==> config.mk <==
export PLATFORM = sky130hd
export DESIGN_NAME = instruction_fetch_unit_flat
export DESIGN_NICKNAME = d
export VERILOG_FILES = /design/src/rtl/rv32im_pkg.sv /design/src/rtl/instruction_fetch_unit_if.sv /design/src/rtl/instruction_fetch_unit_pc_register.sv /design/src/rtl/instruction_fetch_unit.sv /design/src/flat_wrapper.sv
export SDC_FILE = /design/constraint.sdc
export NUM_CORES = 1
export LEC_CHECK = 0
export BUFFER_PORTS_ARGS = -buffer_cell sky130_fd_sc_hd__buf_2
export CAP_MARGIN = 5
export CORE_ASPECT_RATIO = 0.6
export CORE_UTILIZATION = 50
export DETAILED_ROUTE_END_ITERATION = 6
export PLACE_DENSITY_LB_ADDON = 0.3
export SLEW_MARGIN = 20
export SYNTH_ARGS = -nofsm -noshare
export SYNTH_HDL_FRONTEND = slang
export SYNTH_SLANG_ARGS = --single-unit
==> constraint.sdc <==
create_clock -name CLK -period 2.6 [get_ports CLK]
set_input_delay 0 -clock CLK [delete_from_list [all_inputs] [get_ports CLK]]
set_output_delay 0 -clock CLK [all_outputs]
set_load 0.02 [all_outputs]
==> src/rtl/rv32im_pkg.sv <==
// Shared RV32IM definitions: datapath width, canonical NOP, and fetch-stage encodings.
package rv32im_pkg;

   localparam int XLEN = 32;
   localparam logic [XLEN-1:0] NOP_INSTR = 32'h0000_0013;

   typedef enum logic [1:0] {
      S_REQ     = 2'd0,
      S_HOLD    = 2'd1,
      S_DISCARD = 2'd2
   } if_state_t;

   typedef enum logic [1:0] {
      PC_SEL_INC      = 2'd0,
      PC_SEL_TARGET   = 2'd1,
      PC_SEL_REDIRECT = 2'd2
   } pc_sel_t;

endpackage

==> src/rtl/instruction_fetch_unit_if.sv <==
// Instruction memory busywait bus between the fetch unit (master) and imem (slave).
interface instruction_fetch_unit_if;
   import rv32im_pkg::*;

   logic            IMEM_READ;
   logic [XLEN-1:0] IMEM_ADDRESS;
   logic [XLEN-1:0] IMEM_READDATA;
   logic            IMEM_BUSYWAIT;

   modport master (output IMEM_READ, IMEM_ADDRESS, input IMEM_READDATA, IMEM_BUSYWAIT);
   modport slave  (input IMEM_READ, IMEM_ADDRESS, output IMEM_READDATA, IMEM_BUSYWAIT);

endinterface

==> src/rtl/instruction_fetch_unit_pc_register.sv <==
// Program counter flop plus next-PC mux; only advances when the fetch FSM enables it.
module if_pc_register
   import rv32im_pkg::*;
#(
   parameter logic [XLEN-1:0] RESET_PC = '0
) (
   input  logic            CLK,
   input  logic            RESET_N,
   input  logic            en,
   input  pc_sel_t         sel,
   input  logic [XLEN-1:0] target,
   input  logic [XLEN-1:0] redirect_pc,
   output logic [XLEN-1:0] pc_q
);

   logic [XLEN-1:0] pc_d;

   always_comb begin
      pc_d = pc_q;
      if (en) begin
         case (sel)
            PC_SEL_INC:      pc_d = pc_q + XLEN'(4);
            PC_SEL_TARGET:   pc_d = target;
            PC_SEL_REDIRECT: pc_d = redirect_pc;
            default:         pc_d = pc_q;
         endcase
      end
   end

   always_ff @(posedge CLK or negedge RESET_N) begin
      if (!RESET_N) pc_q <= RESET_PC;
      else          pc_q <= pc_d;
   end

endmodule

==> src/rtl/instruction_fetch_unit.sv <==
// RV32IM IF stage: PC ownership, busywait fetch, 1-entry stall hold buffer, in-flight redirect.
module instruction_fetch_unit
   import rv32im_pkg::*;
#(
   parameter logic [XLEN-1:0] RESET_PC  = 32'h0000_0000,
   parameter logic [XLEN-1:0] NOP_INSTR = rv32im_pkg::NOP_INSTR
) (
   input  logic                     CLK,
   input  logic                     RESET_N,
   input  logic                     STALL,
   input  logic                     BRANCH_TAKEN,
   input  logic [XLEN-1:0]          BRANCH_TARGET,
   instruction_fetch_unit_if.master imem,
   output logic [XLEN-1:0]          INSTRUCTION,
   output logic [XLEN-1:0]          PC,
   output logic [XLEN-1:0]          PC_PLUS_4,
   output logic                     VALID
);

   if_state_t       state_q, state_d;
   logic [XLEN-1:0] hold_buf_q, hold_buf_d;
   logic [XLEN-1:0] redirect_pc_q, redirect_pc_d;
   logic [XLEN-1:0] pc_q;
   logic [XLEN-1:0] target;
   logic            pc_en;
   pc_sel_t         pc_sel;
   logic            busy;

   assign busy   = imem.IMEM_BUSYWAIT;
   assign target = BRANCH_TARGET & ~XLEN'(3);

   if_pc_register #(.RESET_PC(RESET_PC)) u_pc (
      .CLK         (CLK),
      .RESET_N     (RESET_N),
      .en          (pc_en),
      .sel         (pc_sel),
      .target      (target),
      .redirect_pc (redirect_pc_q),
      .pc_q        (pc_q)
   );

   always_ff @(posedge CLK or negedge RESET_N) begin
      if (!RESET_N) begin
         state_q       <= S_REQ;
         hold_buf_q    <= NOP_INSTR;
         redirect_pc_q <= '0;
      end else begin
         state_q       <= state_d;
         hold_buf_q    <= hold_buf_d;
         redirect_pc_q <= redirect_pc_d;
      end
   end

   always_comb begin
      state_d       = state_q;
      hold_buf_d    = hold_buf_q;
      redirect_pc_d = redirect_pc_q;
      pc_en         = 1'b0;
      pc_sel        = PC_SEL_INC;
      // An outstanding access cannot be aborted, so redirects wait in redirect_pc until it drains.
      if (BRANCH_TAKEN) begin
         if (busy && (state_q == S_REQ || state_q == S_DISCARD)) begin
            redirect_pc_d = target;
            state_d       = S_DISCARD;
         end else begin
            pc_en   = 1'b1;
            pc_sel  = PC_SEL_TARGET;
            state_d = S_REQ;
         end
      end else begin
         case (state_q)
            S_REQ: begin
               if (!busy) begin
                  if (!STALL) begin
                     pc_en = 1'b1;
                  end else begin
                     hold_buf_d = imem.IMEM_READDATA;
                     state_d    = S_HOLD;
                  end
               end
            end
            S_HOLD: begin
               if (!STALL) begin
                  pc_en   = 1'b1;
                  state_d = S_REQ;
               end
            end
            S_DISCARD: begin
               if (!busy) begin
                  pc_en   = 1'b1;
                  pc_sel  = PC_SEL_REDIRECT;
                  state_d = S_REQ;
               end
            end
            default: state_d = S_REQ;
         endcase
      end
   end

   assign imem.IMEM_ADDRESS = pc_q;
   assign imem.IMEM_READ    = RESET_N && (state_q != S_HOLD);

   // No output flop here: ID_IF_register captures these directly.
   always_comb begin
      INSTRUCTION = NOP_INSTR;
      VALID       = 1'b0;
      PC          = pc_q;
      PC_PLUS_4   = pc_q + XLEN'(4);
      if (RESET_N && !BRANCH_TAKEN) begin
         case (state_q)
            S_REQ: begin
               if (!busy) begin
                  INSTRUCTION = imem.IMEM_READDATA;
                  VALID       = 1'b1;
               end
            end
            S_HOLD: begin
               INSTRUCTION = hold_buf_q;
               VALID       = 1'b1;
            end
            default: ;
         endcase
      end
   end

endmodule

==> src/flat_wrapper.sv <==
// flat-port wrapper written by rule: the top's interface ports become plain ports
module instruction_fetch_unit_flat import rv32im_pkg::*;
#(
   parameter logic [XLEN-1:0] RESET_PC  = 32'h0000_0000,
   parameter logic [XLEN-1:0] NOP_INSTR = rv32im_pkg::NOP_INSTR
)
  (CLK, RESET_N, STALL, BRANCH_TAKEN, BRANCH_TARGET, INSTRUCTION, PC, PC_PLUS_4, VALID, imem_IMEM_READ, imem_IMEM_ADDRESS, imem_IMEM_READDATA, imem_IMEM_BUSYWAIT);
  instruction_fetch_unit_if imem_i ();
  input  logic CLK;
  input  logic RESET_N;
  input  logic STALL;
  input  logic BRANCH_TAKEN;
  input  logic [XLEN-1:0] BRANCH_TARGET;
  output logic [XLEN-1:0] INSTRUCTION;
  output logic [XLEN-1:0] PC;
  output logic [XLEN-1:0] PC_PLUS_4;
  output logic VALID;
  output wire logic [$bits(imem_i.IMEM_READ)-1:0] imem_IMEM_READ;
  output wire logic [$bits(imem_i.IMEM_ADDRESS)-1:0] imem_IMEM_ADDRESS;
  input wire logic [$bits(imem_i.IMEM_READDATA)-1:0] imem_IMEM_READDATA;
  input wire logic [$bits(imem_i.IMEM_BUSYWAIT)-1:0] imem_IMEM_BUSYWAIT;
  assign imem_IMEM_READ = imem_i.IMEM_READ;
  assign imem_IMEM_ADDRESS = imem_i.IMEM_ADDRESS;
  assign imem_i.IMEM_READDATA = imem_IMEM_READDATA;
  assign imem_i.IMEM_BUSYWAIT = imem_IMEM_BUSYWAIT;
  instruction_fetch_unit #(.RESET_PC(RESET_PC), .NOP_INSTR(NOP_INSTR)) u_core (.CLK(CLK), .RESET_N(RESET_N), .STALL(STALL), .BRANCH_TAKEN(BRANCH_TAKEN), .BRANCH_TARGET(BRANCH_TARGET), .imem(imem_i), .INSTRUCTION(INSTRUCTION), .PC(PC), .PC_PLUS_4(PC_PLUS_4), .VALID(VALID));
endmodule
==> results_dict.tcl <==
set metrics [dict create \
    status "finished clean" \
    drive_gt1_share_pct 39.65 \
    synth-edff-count 0 \
    root_buffer "clkbuf_16" \
    cp.arrival_ns 2.44 \
    fin_crit_sh_pct 93.96 \
    syn_avg_cell_area_um2 10.31 \
    postLayoutCellArea_um2 7147 \
    path_clk_slew_ns 0.06 \
    syn-instance-count 523 \
    dieArea_um2 11220 \
    critical_path_class "flip-flop to output pin" \
    leakage_nw 3.233 \
    drt-total-wl_mm 15.45 \
    clock_latency_ns 0.34 \
    final_cells 869 \
    yosys_warnings 0 \
    grt_max_degree 70 \
    yosys-top-cells-area "dfrtp_1, mux2_2, buf_4, a22oi_1, a222oi_1" \
    n_antenna_cell 0 \
    drt-pass1-iter-count 6 \
    dp_hpwl_mm 10.12 \
    grt_pass1_vias 4803 \
    cp-end-kind "output pin" \
    crit_required_ns 2.60 \
    worstPathMaxFanout 8 \
    synth_area_leader_cell "dfrtp_1" \
    hold_violations 0 \
    antenna_left 0 \
    clk_path_buf_depth 2 \
    die_y_um 82.45 \
    drc 0 \
    async_flop_share_pct 100.0 \
    wire_per_inst_um 17.77 \
    rsz0062_at_grt "false" \
    grt_antenna_before_repair 0 \
    power_density_nw_per_um2 723.1 \
    vias 5104 \
    synth-seq-cells 94 \
    dp.cells 789 \
    synthFlopType "dfrtp_1" \
    cts_buffers 9 \
    fmax_mhz 409.3 \
    io_pins 199 \
    critPathLaunchType "flip-flop" \
    fin_ws_ns 0.1569 \
    via_per_inst 5.873 \
    vdd_ir_drop_max_v 0.0005622 \
    n_fill_cell 778 \
    yosysUniqueCellTypes 54 \
    seqCellArea_um2 2356 \
    cts_tree "done" \
    dpl_cell_area_um2 6210 \
    yosys.area.top_type_share_pct 42.23 \
    setup_viol 0 \
    multiInputGateArea_um2 2656 \
    area_growth_pct 32.53 \
    rows 28 \
    cts_setup_buffers 0 \
    finClkSkew_ns 0.004609 \
    maxCapViolCount 0 \
    track_usage_pct 28.08 \
    dp_slack_ns 0.2976 \
    die_w_um 136.1 \
    yosysSeqAreaShare_pct 43.69 \
    overflow 0 \
    synthTopCellsByCount "dfrtp_1, mux2_2, nor2_1" \
    syn_area_um2 5393 \
    hold_class "input pin to flip-flop" \
    post-synth-top-count-cell "dfrtp_1" \
    layout_min_cycle_time_ns 2.443 \
    slew_headroom_pct 27.39 \
    core_um2 10160 \
    numPortBuffers 190 \
    h-tree-depth 3 \
    drt-initial-drc-count 461 \
    grt_pass1_wl_mm 24.11 \
    initial_core_util_pct 53.08 \
    finalSetupTns_ns 0 \
    clock_sinks 94 \
    place_congestion 0.8326 \
    worstMarginPinSlew_ns 1.089 \
    nets 799 \
    slew_viol_final 0 \
]
==> cells by family after synthesis <==
kind of cell    synth area share [%]
simple gates                   14.36
compound gates                 15.92
flops                          43.69
buf+inv                        8.051
mux                            13.13
xor+xnor                       4.547
fa+ha+maj                     0.2320
other cells                  0.06954
==> what timing repair did <==
action / 4_1_cts / 5_1_grt
gates resized for setup: 0 / 2
hold endpoints to repair: 110 / 0
endpoints found under the setup margin: 0 / 7
hold buffers: 64 / 0
==> placed cells by master (no fill, tap or decap), types with 9 or more instances in the layout <==
master and count:
clkbuf_16 9, xnor2_1 17, mux2_2 62, a222oi_1 20, buf_4 10, dlygate4sd3_1 64, a22oi_1 33, nand2_1 20
a21oi_1 9, xor2_1 11, nand3_1 24, buf_2 189, o21ai_0 16, nor2_1 46, dfrtp_1 91
==> power breakdown <==
group | total [W] | internal [W] | switching, W
clock network | 0.00130 | 0.000748 | 0.000552
logic | 0.00172 | 0.000728 | 0.000989
registers | 0.00215 | 0.00178 | 0.000370
total | 0.00517 | 0.00326 | 0.00191
==> cell type report <==
cell class	instances	share of cell area, %
flip-flops and latches	94	32.97
well taps	135	2.363
repair buffers	263	23.25
multi-input cells	356	37.17
clock inverters	3	0.6303
inverters	5	0.2626
clock buffers	13	3.361
==> flip-flops by register name, indices dropped and copies added, names as in the netlist <==
signal,flops
u_core.hold_buf_q,32
u_core.redirect_pc_q,30
u_core.state_q,2
u_core.u_pc.pc_q,30
==> through the flow <==
step           total power [W]  util, %  hold WS (ns)
2_1_floorplan         0.003338        -       -0.2956
4_1_cts               0.005174    70.23       0.06795
3_3_place_gp          0.003737    61.12      -0.04704
3_5_place_dp          0.003798    61.12      -0.04897
5_1_grt               0.005446    70.34       0.09805
6_report              0.005168    70.34       0.08127
==> routing by layer <==
| layer | vias up | global-route usage (%) | share of wire (%) |
|---|---|---|---|
| li1 | 2321 | - | - |
| met1 | 2510 | 37.61 | 45 |
| met2 | 248 | 46.24 | 46 |
| met3 | 25 | 5.433 | 7.2 |
| met4 | 0 | 9.111 | 1.6 |
| met5 | - | 0 | 0 |
==> worst max-delay path: stages, from the launching register on <==
cell and delay [ns]:
dfrtp_1 0.49, ha_2 0.30, nand4_2 0.20, or2_2 0.43
nor3_2 0.27, xor2_1 0.21, buf_2 0.20
==> path summary, 6_finish.rpt <==
kind	start	endpoint	slack [ns]	depth (start not counted)
max	u_core.u_pc.pc_q[2]$_DFFE_PN0P_	PC_PLUS_4[16]	0.16	6
min	imem_IMEM_BUSYWAIT	u_core.state_q[1]$_DFFE_PN0P_	0.08	3
max reg2reg	u_core.state_q[0]$_DFFE_PN0P_	u_core.u_pc.pc_q[28]$_DFFE_PN0P_	0.43	5
min reg2reg	u_core.redirect_pc_q[3]$_DFFE_PN0P_	u_core.redirect_pc_q[3]$_DFFE_PN0P_	0.51	1
max in group asynchronous	RESET_N	u_core.hold_buf_q[11]$_DFFE_PN0P_	1.27	3
min in group asynchronous	RESET_N	u_core.redirect_pc_q[20]$_DFFE_PN0P_	0.12	2
Note: power is estimated with default switching activity, not from simulation.
